<file path="src/rtl/pulse_measure_pkg.sv">
// Shared definitions for the pulse_measure block: FSM state encoding and
// the default width of the measurement counters.
package pulse_measure_pkg;

    localparam int N_DEFAULT = 17;

    typedef enum logic [1:0] {
        ST_IDLE      = 2'd0,
        ST_WAIT_RISE = 2'd1,
        ST_HIGH      = 2'd2,
        ST_LOW       = 2'd3
    } state_e;

endpackage

</file>
<file path="src/rtl/pulse_measure_sync_edge_detect.sv">
// Brings the asynchronous sig_in into the clk domain and produces one-cycle
// rise/fall strobes. The strobes are registered, so they appear two edges
// after the first synchronizer flop samples the new level.
module sync_edge_detect (
    input  logic clk,
    input  logic reset_n,
    input  logic sig_in,
    output logic rise,
    output logic fall
);

    logic sync1_r;
    logic sync2_r;
    logic hist_r;

    // Two-flop synchronizer, history flop and registered edge strobes.
    always_ff @(posedge clk) begin
        if (!reset_n) begin
            sync1_r <= 1'b0;
            sync2_r <= 1'b0;
            hist_r  <= 1'b0;
            rise    <= 1'b0;
            fall    <= 1'b0;
        end else begin
            sync1_r <= sig_in;
            sync2_r <= sync1_r;
            hist_r  <= sync2_r;
            rise    <= sync2_r & ~hist_r;
            fall    <= ~sync2_r & hist_r;
        end
    end

endmodule

</file>
<file path="src/rtl/pulse_measure.sv">
// Measures period and high time of a square wave in clk cycles. A period is
// bounded by two rises; the rise that closes one period opens the next, so
// consecutive periods are measured without gaps.
module pulse_measure
    import pulse_measure_pkg::*;
#(
    parameter int N = N_DEFAULT
) (
    input  logic         clk,
    input  logic         reset_n,
    input  logic         sig_in,
    input  logic         meas_en,
    output logic [N-1:0] period_out,
    output logic [N-1:0] high_out,
    output logic         meas_valid,
    output logic         overflow
);

    localparam logic [N-1:0] CNT_ZERO = {N{1'b0}};
    localparam logic [N-1:0] CNT_ONE  = {{(N-1){1'b0}}, 1'b1};
    localparam logic [N-1:0] CNT_MAX  = {N{1'b1}};

    logic         rise_s;
    logic         fall_s;
    state_e       state_r;
    logic [N-1:0] tcnt_r;
    logic [N-1:0] hcnt_r;

    sync_edge_detect u_sync_edge_detect (
        .clk     (clk),
        .reset_n (reset_n),
        .sig_in  (sig_in),
        .rise    (rise_s),
        .fall    (fall_s)
    );

    // Measurement FSM with period/high counters and registered results.
    always_ff @(posedge clk) begin
        if (!reset_n) begin
            state_r    <= ST_IDLE;
            tcnt_r     <= CNT_ZERO;
            hcnt_r     <= CNT_ZERO;
            period_out <= CNT_ZERO;
            high_out   <= CNT_ZERO;
            meas_valid <= 1'b0;
            overflow   <= 1'b0;
        end else if (!meas_en) begin
            // Disabling discards any open measurement and clears the sticky flag;
            // the last reported results are kept.
            state_r    <= ST_IDLE;
            tcnt_r     <= CNT_ZERO;
            hcnt_r     <= CNT_ZERO;
            meas_valid <= 1'b0;
            overflow   <= 1'b0;
        end else begin
            meas_valid <= 1'b0;
            case (state_r)
                ST_IDLE: begin
                    state_r <= ST_WAIT_RISE;
                    tcnt_r  <= CNT_ZERO;
                    hcnt_r  <= CNT_ZERO;
                end
                ST_WAIT_RISE: begin
                    // Only a rise can start a period; a partial first period is skipped.
                    if (rise_s) begin
                        state_r <= ST_HIGH;
                        tcnt_r  <= CNT_ONE;
                        hcnt_r  <= CNT_ONE;
                    end else begin
                        state_r <= ST_WAIT_RISE;
                    end
                end
                ST_HIGH: begin
                    if (tcnt_r == CNT_MAX) begin
                        overflow <= 1'b1;
                        tcnt_r   <= CNT_ZERO;
                        hcnt_r   <= CNT_ZERO;
                        state_r  <= ST_WAIT_RISE;
                    end else if (fall_s) begin
                        tcnt_r  <= tcnt_r + CNT_ONE;
                        state_r <= ST_LOW;
                    end else begin
                        tcnt_r <= tcnt_r + CNT_ONE;
                        hcnt_r <= hcnt_r + CNT_ONE;
                    end
                end
                ST_LOW: begin
                    // A closing rise wins over overflow: the full count is reportable.
                    if (rise_s) begin
                        period_out <= tcnt_r;
                        high_out   <= hcnt_r;
                        meas_valid <= 1'b1;
                        tcnt_r     <= CNT_ONE;
                        hcnt_r     <= CNT_ONE;
                        state_r    <= ST_HIGH;
                    end else if (tcnt_r == CNT_MAX) begin
                        overflow <= 1'b1;
                        tcnt_r   <= CNT_ZERO;
                        hcnt_r   <= CNT_ZERO;
                        state_r  <= ST_WAIT_RISE;
                    end else begin
                        tcnt_r <= tcnt_r + CNT_ONE;
                    end
                end
                default: begin
                    state_r <= ST_IDLE;
                    tcnt_r  <= CNT_ZERO;
                    hcnt_r  <= CNT_ZERO;
                end
            endcase
        end
    end

endmodule

</file>
<file path="config.mk">
export PLATFORM = sky130hd
export DESIGN_NAME = pulse_measure
export DESIGN_NICKNAME = d
export VERILOG_FILES = /design/src/rtl/pulse_measure_pkg.sv /design/src/rtl/pulse_measure_sync_edge_detect.sv /design/src/rtl/pulse_measure.sv
export SDC_FILE = /design/constraint.sdc
export NUM_CORES = 1
export LEC_CHECK = 0
export ABC_CLOCK_PERIOD_IN_PS = 3900
export BUFFER_PORTS_ARGS = -buffer_cell sky130_fd_sc_hd__buf_4
export CAP_MARGIN = 20
export CORE_MARGIN = 2
export CORE_UTILIZATION = 40
export CTS_CLUSTER_DIAMETER = 150
export DETAILED_ROUTE_END_ITERATION = 8
export PLACE_DENSITY = 0.6
export SYNTH_ARGS = -nofsm -noshare
export SYNTH_HDL_FRONTEND = slang
export SYNTH_SLANG_ARGS = --single-unit
export TNS_END_PERCENT = 20
</file>
<file path="constraint.sdc">
create_clock -name clk -period 3.9 [get_ports clk]
set_input_delay 0.195 -clock clk [delete_from_list [all_inputs] [get_ports clk]]
set_output_delay 0.195 -clock clk [all_outputs]
set_load 0.01 [all_outputs]
</file>
# == Word-level counts from Yosys, hierarchy flattened ==
# Index checks and enable logic that the tools add are counted.
# op_classes
addsub,2
multipliers,0
div_mod_pow,0
n_lt_le_gt_ge,0
n_eq_ne,9
shift,0
n_mux,19
bitwise,4
reduce_logical,8
# op_table
operator,count
$pmux W17 S4,2
$mux W17,7
$add A17 B1 Y17 const B,2
$eq A17 B17 Y1 const B,1
$mux W2,5
$reduce_and A3 Y1,3
$pmux W2 S4,1
$ne A3 B2 Y1 const B,2
$reduce_and A2 Y1,3
$eq A2 B2 Y1 const B,2
$mux W1,3
$ne A3 B3 Y1 const B,1
$and A1 B1 Y1,2
$eq A2 B1 Y1 const B,1
$logic_not A2 Y1,1
$ne A2 B1 Y1 const B,1
$ne A2 B2 Y1 const B,1
$not A1 Y1,2
$pmux W1 S2,1
$reduce_bool A2 Y1,1
# totals
register_bits,77
latchBits,0
ram_bits,0
romBits,0
in_bits,4
out_inout_bits,36
wordCells,54
memories,0

# == Longest topological paths before layout ==
# Gate-level depths: netlist (run 1).
# logic_depth
ltp_word,4
ltp_mapped,10
ltp_nobuf,9

# == Modules after synthesis ==
# A second synthesis (run 1) with hierarchy kept.
# unflattened
hier_cells,392
area_unflattened_um2,3289.4
# by_module_without_submodules
mod,n_inst,cells_per_inst,area_per_inst_um2
pulse_measure,1,382,3149.3
sync_edge_detect,1,10,140.1

# == Worst setup path after synthesis (run 1) ==
# No wires, ideal clock.
# synth_timing
kind,register to register
startpoint,register tcnt_r[0]
endpoint,register hcnt_r[16]
setup_ns,0.072
arrival_ns,2.471
required_ns,3.828
slack_ns,1.357
path_stages_with_launch,11
cell_sequence,dfxtp_1 > ha_1 > nand4_1 > nor4_1 > and3_1 > ha_1 > and4bb_2 > a211o_1 > buf_6 > nor4_1 > mux2i_1
# synth_via
elab_chain_len,3
# synth_rtl
item,line,source
start: declaration,pulse_measure.sv:26,logic [N-1:0] tcnt_r;
start signal: assignment,pulse_measure.sv:80,tcnt_r <= tcnt_r + CNT_ONE;
start signal: assignment,pulse_measure.sv:83,tcnt_r <= tcnt_r + CNT_ONE;
start signal: assignment,pulse_measure.sv:102,tcnt_r <= tcnt_r + CNT_ONE;
$eq A17 B17 Y1 (*),"pulse_measure.sv:74, pulse_measure.sv:96",
$mux W17 (tied with other cells),pulse_measure.sv:74,if (tcnt_r == CNT_MAX) begin
$pmux W17 S4 or $reduce_and A3 Y1 (tied branches),--,
end signal: assignment,pulse_measure.sv:84,hcnt_r <= hcnt_r + CNT_ONE;
end: declaration,pulse_measure.sv:27,logic [N-1:0] hcnt_r;
# Mark *: on every way between the ends. The rest lies on a longest branch, timed or not.
# A chain may end at the register's enable or synchronous reset.

# == Worst setup path after layout (run 1) ==
# layout_timing
startpoint,register tcnt_r[0]
endpoint,register hcnt_r[14]
# The elaborated chain is that of the path after synthesis.

==> results.toml, run 1 <==
[status]
status = "finished clean"

[global_route]
globalRouteMet1Util_pct = 24.1
grt_pass1_vias = 2337
grt_use_total_pct = 16.2
overflow = 0
globalRouteMet2Util_pct = 21.9
grt_first_pass_wirelength_um = 11300
antenna_found_initial = 0
grt_use_met3_pct = 4.33
top_usage_layer = "met1"
grt_max_degree = 42

[worst_setup_path]
critPathCaptureType = "register"
critPathRequiredTime_ps = 4160
critPathBufInv = 0
crit_type = "register to register"
crit_slowest_cell = "dfxtp_1"
crit_path_max_fanout = 13
cp_top_family = "simple AND/OR/NAND/NOR gates"
cpMostUsedCell = "ha_1"
critPathMaxStageDelay_ps = 440
path_cells = "ha_1 -> nand4_1 -> nor4_1 -> and3_1 -> ha_1 -> and4bb_2 -> a211o_1 -> o31a_1 -> o21a_1"
start_kind = "register"
critical_path_arrival_ps = 3100

[logic_synthesis]
ys_ff_latch = 77
yosys-top-cells-area = "dfxtp_1 (48%), nand2_1 (9.9%), a21boi_0 (7.4%), a21oi_1 (2.3%), o21ai_0 (2.2%)"
synth.distinct_cells = 53
synthCells = 375
seq_area_frac_synth_pct = 47.7
syn_area_per_cell_um2 = 8.62
syn_nets = 382
synth_edf_count = 0
synth_area_um2 = 3230
async_flop_share_pct = 0
yosys.area.top_type = "dfxtp_1"
synth_warnings = 0
ys.flop_type = "dfxtp_1"
synth_top_area_share_pct = 47.7

[routing]
ant_nets = 0
dr.pass1.iters = 4
drcViolationCount = 0
vias = 2658
drt_iter0_drc = 164
viasPerCell = 5.16
wl_per_cell_um = 13.2
drt-total-wl_um = 6790

[sta]
setup_viol = 0
worst_pin_slew_ps = 1060
max_freq_ghz = 0.352
slew_violations = 0
rsz0062_at_grt = "false"
setup_ws_ps = 1060
skew_ps = 9.59
hold_viol = 0
period_minus_slack_ps = 2840
maxSlewHeadroom_pct = 29.2
fin_crit_sh_pct = 72.9
fin_setup_tns_ps = 0

[die]
die_area_um2 = 8810
core_area_um2 = 7770
num_io_pins = 40
num_rows = 32
initial_core_util_pct = 41.6
dieHeight_um = 93.9
die_w_um = 93.9

[cells_and_area]
stdcell_count = 515
nNetsFinal = 415
seq_area_um2 = 1540
final_common_cell = "nand2_1"
layout_common_cells = "nand2_1 (85), dfxtp_1 (77), buf_4 (42), a21boi_0 (32), a21oi_1 (15)"
area_growth_pct = 17.5
utilization_pct = 48.9
layout-drive-gt1-share_pct = 15.3
diodes = 0
multi_input_area_um2 = 1550
fill_cells = 777

[clocking]
cts-root-buf = "clkbuf_8"
h-tree-depth = 3
clkLatencyLatePin_ps = 360
clk_pin_slew_ps = 80
clock_path_buffers = 2
tritoncts = "built"
cts-buffers-inserted = 9
postCtsHoldBufs = 0
post_cts_buffers = 0
cts_resized = 0
cts_sinks = 77

[flow_run]
drv_cap = 0

[place]
portBuffers = 39
dp_cells = 499
dp_hpwl_um = 4620
place_worst_setup_slack_ps = 1070
gp_congestion = 0.748

[pwr]
power_frac_comb_pct = 1.9
clockPowerShare_pct = 45.3
p_int_mw = 1.19
leakagePower_nw = 1.26
power.density_nw_per_um2 = 394
power.switching_mw = 0.305
seqPwrFrac_pct = 52.8
ir_drop_mv = 0.212
power_mw = 1.50
switching_share_pct = 20.4

[worst_hold_path]
hold_path.class = "input port to register"
-- worst paths after layout --
kind,startpoint,end,slack [ps],depth (start not counted)
worst max-delay path,tcnt_r[0],hcnt_r[14],1060,9
worst min-delay path,sig_in,u_sync_edge_detect.sync1_r,40,2
worst max register to register,tcnt_r[0],hcnt_r[14],1060,9
worst min register to register,u_sync_edge_detect.hist_r,u_sync_edge_detect.rise,410,1
-- final cells by class --
class	instances	share of cell area (%)
well taps	102	3.36
inverters	10	0.988
repair buffers	42	8.30
clock inverters	4	1.85
flip-flops and latches	77	40.6
multi-input cells	268	40.8
clock buffers	12	4.09
-- cells in the mapped netlist (2+ instances only) --
| master | n |
|---|---|
| a22oi_1 | 2 |
| buf_6 | 2 |
| nor2b_1 | 2 |
| a31oi_1 | 3 |
| a211o_1 | 2 |
| inv_1 | 10 |
| mux2i_1 | 2 |
| and3_1 | 3 |
| o21ai_0 | 14 |
| a21oi_1 | 15 |
| nor3_1 | 9 |
| a21o_1 | 2 |
| and2_1 | 8 |
| nand2_1 | 85 |
| or3_1 | 10 |
| buf_2 | 7 |
| or4_1 | 2 |
| nor2_1 | 13 |
| nor4_1 | 6 |
| o31a_1 | 2 |
| dfxtp_1 | 77 |
| nand4_1 | 10 |
| a21boi_0 | 32 |
| a21boi_1 | 2 |
| nand3_1 | 6 |
| ha_1 | 3 |
| clkbuf_1 | 10 |
| nand2b_1 | 3 |
| and4_1 | 2 |
| xnor2_1 | 8 |
-- worst register-to-register path, cell delays in order (launching register included) --
cell and delay, ps:
dfxtp_1 440, ha_1 240, nand4_1 100, nor4_1 330, and3_1 210, ha_1 270, and4bb_2 300, a211o_1 370
o31a_1 320, o21a_1 180
-- power by group through the flow --
stage	Combinational, mW	Sequential, mW	Clock, mW
6_report	0.0282	0.791	0.679
3_5_place_dp	0.0286	0.809	0
5_1_grt	0.0314	0.791	0.729
4_1_cts	0.0285	0.791	0.694
3_3_place_gp	0.0284	0.809	0
2_1_floorplan	0.0221	0.808	0
-- kinds of logic after synthesis --
group,after synthesis,synth area share (%)
simple gates,167,25.4
compound gates,88,18.6
flops,77,47.7
buf+inv,30,4.34
xor+xnor,8,2.17
fa+ha+maj,3,1.16
mux,2,0.619
-- registers in the layout, indices dropped and copies added, names as in the netlist --
signal	flops
hcnt_r	17
high_out	17
period_out	17
tcnt_r	17
state_r	2
meas_valid	1
overflow	1
u_sync_edge_detect.fall	1
u_sync_edge_detect.hist_r	1
u_sync_edge_detect.rise	1
u_sync_edge_detect.sync1_r	1
u_sync_edge_detect.sync2_r	1
-- per-stage QoR --
step                      hold slack (ps)  area (µm²)
final                                42.5        3800
after global routing                 40.7        3800
after CTS                            40.5        3800
after detailed placement              395        3570
after global placement                390        3570
after floorplan                       322        3230
-- routing by layer --
| metal | vias to the layer above | part of all wire (%) |
|---|---|---|
| li1 | 1384 | - |
| met1 | 1216 | 54 |
| met2 | 48 | 40 |
| met3 | 10 | 4.7 |
| met4 | 0 | 1.5 |
| met5 | - | 0 |
Note: power is estimated with default switching activity, not from simulation.
==> run 2, diff against run 1 <==
--- a/config.mk
+++ b/config.mk
@@ -5,14 +5,14 @@
 export SDC_FILE = /design/constraint.sdc
 export NUM_CORES = 1
 export LEC_CHECK = 0
-export ABC_CLOCK_PERIOD_IN_PS = 3900
+export ABC_CLOCK_PERIOD_IN_PS = 2300
 export BUFFER_PORTS_ARGS = -buffer_cell sky130_fd_sc_hd__buf_4
 export CAP_MARGIN = 20
 export CORE_MARGIN = 2
 export CORE_UTILIZATION = 40
 export CTS_CLUSTER_DIAMETER = 150
 export DETAILED_ROUTE_END_ITERATION = 8
-export PLACE_DENSITY = 0.6
+export PLACE_DENSITY = 0.62
 export SYNTH_ARGS = -nofsm -noshare
 export SYNTH_HDL_FRONTEND = slang
 export SYNTH_SLANG_ARGS = --single-unit
==> constraint.sdc (replaced) <==
create_clock -name clk -period 2.3 [get_ports clk]
set_input_delay 0.115 -clock clk [delete_from_list [all_inputs] [get_ports clk]]
set_output_delay 0.115 -clock clk [all_outputs]
set_load 0.01 [all_outputs]
==> run 2 against run 1 <==
The flow now finishes with violations (negative setup slack). Clock-buffer cell count down 1. Via count grew 7.7%. Critical path depth is 2 higher. Die area did not move. Combinational power grew 97%. Critical endpoint is now hcnt_r[3]. Largest power group unchanged.
==> results.toml, run 2 (synthesis gave the netlist of run 1 again) <==
[sta]
fin_crit_sh_pct = 103
worst_pin_slew_ps = 606
setup_ws_ps = -59.5
rsz0062_at_grt = "true"
slew_violations = 0
hold_viol = 0
skew_ps = 17.4
setup_viol = 7
maxSlewHeadroom_pct = 59.2
period_minus_slack_ps = 2360
max_freq_ghz = 0.424

[flow_run]
drv_cap = 0

[place]
dp_hpwl_um = 5000
portBuffers = 39
gp_congestion = 0.786
placed_area_um2 = 3840

[pwr]
ir_drop_mv = 0.316
leakagePower_nw = 1.48
power.density_nw_per_um2 = 623

[die]
core_area_um2 = 7770
initial_core_util_pct = 41.6
num_io_pins = 40
dieHeight_um = 93.9
die_area_um2 = 8810
die_w_um = 93.9
num_rows = 32

[worst_setup_path]
crit_slowest_cell = "dfxtp_4"
crit_type = "register to register"
critical_path_arrival_ps = 2590
start_kind = "register"
path_cells = "ha_4 -> nand4_1 -> nor4_2 -> and3_1 -> ha_4 -> and4bb_4 -> a211o_4 -> buf_6 -> buf_6 -> xnor2_2 -> nor2_1"
critPathBufInv = 2
critPathMaxStageDelay_ps = 360
critPathRequiredTime_ps = 2530
cp_top_family = "simple AND/OR/NAND/NOR gates"
critPathCaptureType = "register"
crit_path_max_fanout = 6

[global_route]
grt_pass1_vias = 2645
grt_use_total_pct = 18.4
antenna_found_initial = 0
grt_max_degree = 42
overflow = 0
grt_first_pass_wirelength_um = 12800

[clocking]
clk_pin_slew_ps = 90
cts_sinks = 77
clock_path_buffers = 2
tritoncts = "built"
cts-buffers-inserted = 9
cts-root-buf = "clkbuf_8"
h-tree-depth = 3
clkLatencyLatePin_ps = 340

[worst_hold_path]
hold_path.class = "input port to register"

[cells_and_area]
final_common_cell = "nand2_1"
diodes = 0
area_growth_pct = 31.1
final_area_um2 = 4240
layout-drive-gt1-share_pct = 26.4
fill_cells = 749
layout_common_cells = "nand2_1 (84), dfxtp_1 (71), buf_4 (68), a21boi_0 (32), a21oi_1 (13)"
nNetsFinal = 447
utilization_pct = 54.5

[status]
violations = "negative setup slack"
status = "finished, violations left"

[routing]
ant_nets = 0
viasPerCell = 5.24
drt_iter0_drc = 159
dr.pass1.iters = 4
drt-total-wl_um = 7620
wl_per_cell_um = 14.0
vias = 2862
drcViolationCount = 0
[run 2: cell count changes in the layout (fill, tap and decap cells not counted), sizes merged]
cell / previous run / this run
buf: 42 / 72
a211o: 2 / 3
bufinv: 2 / 3
clkbuf: 12 / 11
clkinv: 2 / 1
dlygate4sd3: 0 / 1
[run 2: final timing paths]
path                                                start                       to  slack, ps  cells past startpoint
worst max-delay path                            tcnt_r[0]                hcnt_r[3]        -60                     11
worst min register to register  u_sync_edge_detect.hist_r  u_sync_edge_detect.rise        400                      1
worst max register to register                  tcnt_r[0]                hcnt_r[3]        -60                     11
worst min-delay path                              reset_n           period_out[10]        200                      2
[run 2: where the power goes]
part           switching [mW]  leakage (nW)  internal [mW]
combinational          0.0329         0.730         0.0226
clock                   0.473         0.125          0.773
sequential            0.00466         0.625           1.33
total                   0.511          1.48           2.13
[run 2: what timing repair did]
item | in CTS | in global routing
pin swaps | 12 | 13
buffers inserted | 1 | 3
hold endpoints to repair | 1 | 0
hold buffers | 1 | 0
setup endpoints to repair | 12 | 19
gates cloned | 1 | 0
resized for setup | 9 | 22
[run 2: through the flow]
stage	worst slack, ps	setup TNS (ps)	hold slack, ps	power [mW]	cells
after floorplan	-99.4	-798	242	1.40	375
after global placement	-126	-893	323	1.42	525
after detailed placement	-176	-1550	330	1.42	525
after CTS	-84.2	-326	205	2.67	543
after global routing	-154	-1320	218	2.75	546
final	-59.5	-174	200	2.64	546
[run 2: routing by layer]
metal	share of wire, %	up-vias	wire, µm	GRT usage (%)
met3	4.6	11	354	3.93
met4	1.7	0	131	6.52
met2	44	66	3340	26.4
met1	50	1339	3790	27.0
li1	-	1446	-	-
met5	0	-	0	0
[run 2: worst register-to-register path: cells and delay by family (launching register included)]
family,cells,cell delay [ps]
compound gates,1,350
xor+xnor,1,120
fa+ha+maj,2,280
buf+inv,2,250
flops,1,360
simple gates,5,890
[run 2: layout make-up]
| cell class | instances | area [µm²] | share of cell area (%) |
|---|---|---|---|
| multi-input combinational | 269 | 1690 | 39.8 |
| inverter | 10 | 37.5 | 0.886 |
| clock buffer | 11 | 151 | 3.57 |
| timing repair buffer | 73 | 583 | 13.8 |
| clock inverter | 4 | 95.1 | 2.24 |
| sequential | 77 | 1550 | 36.7 |
| tap | 102 | 128 | 3.01 |
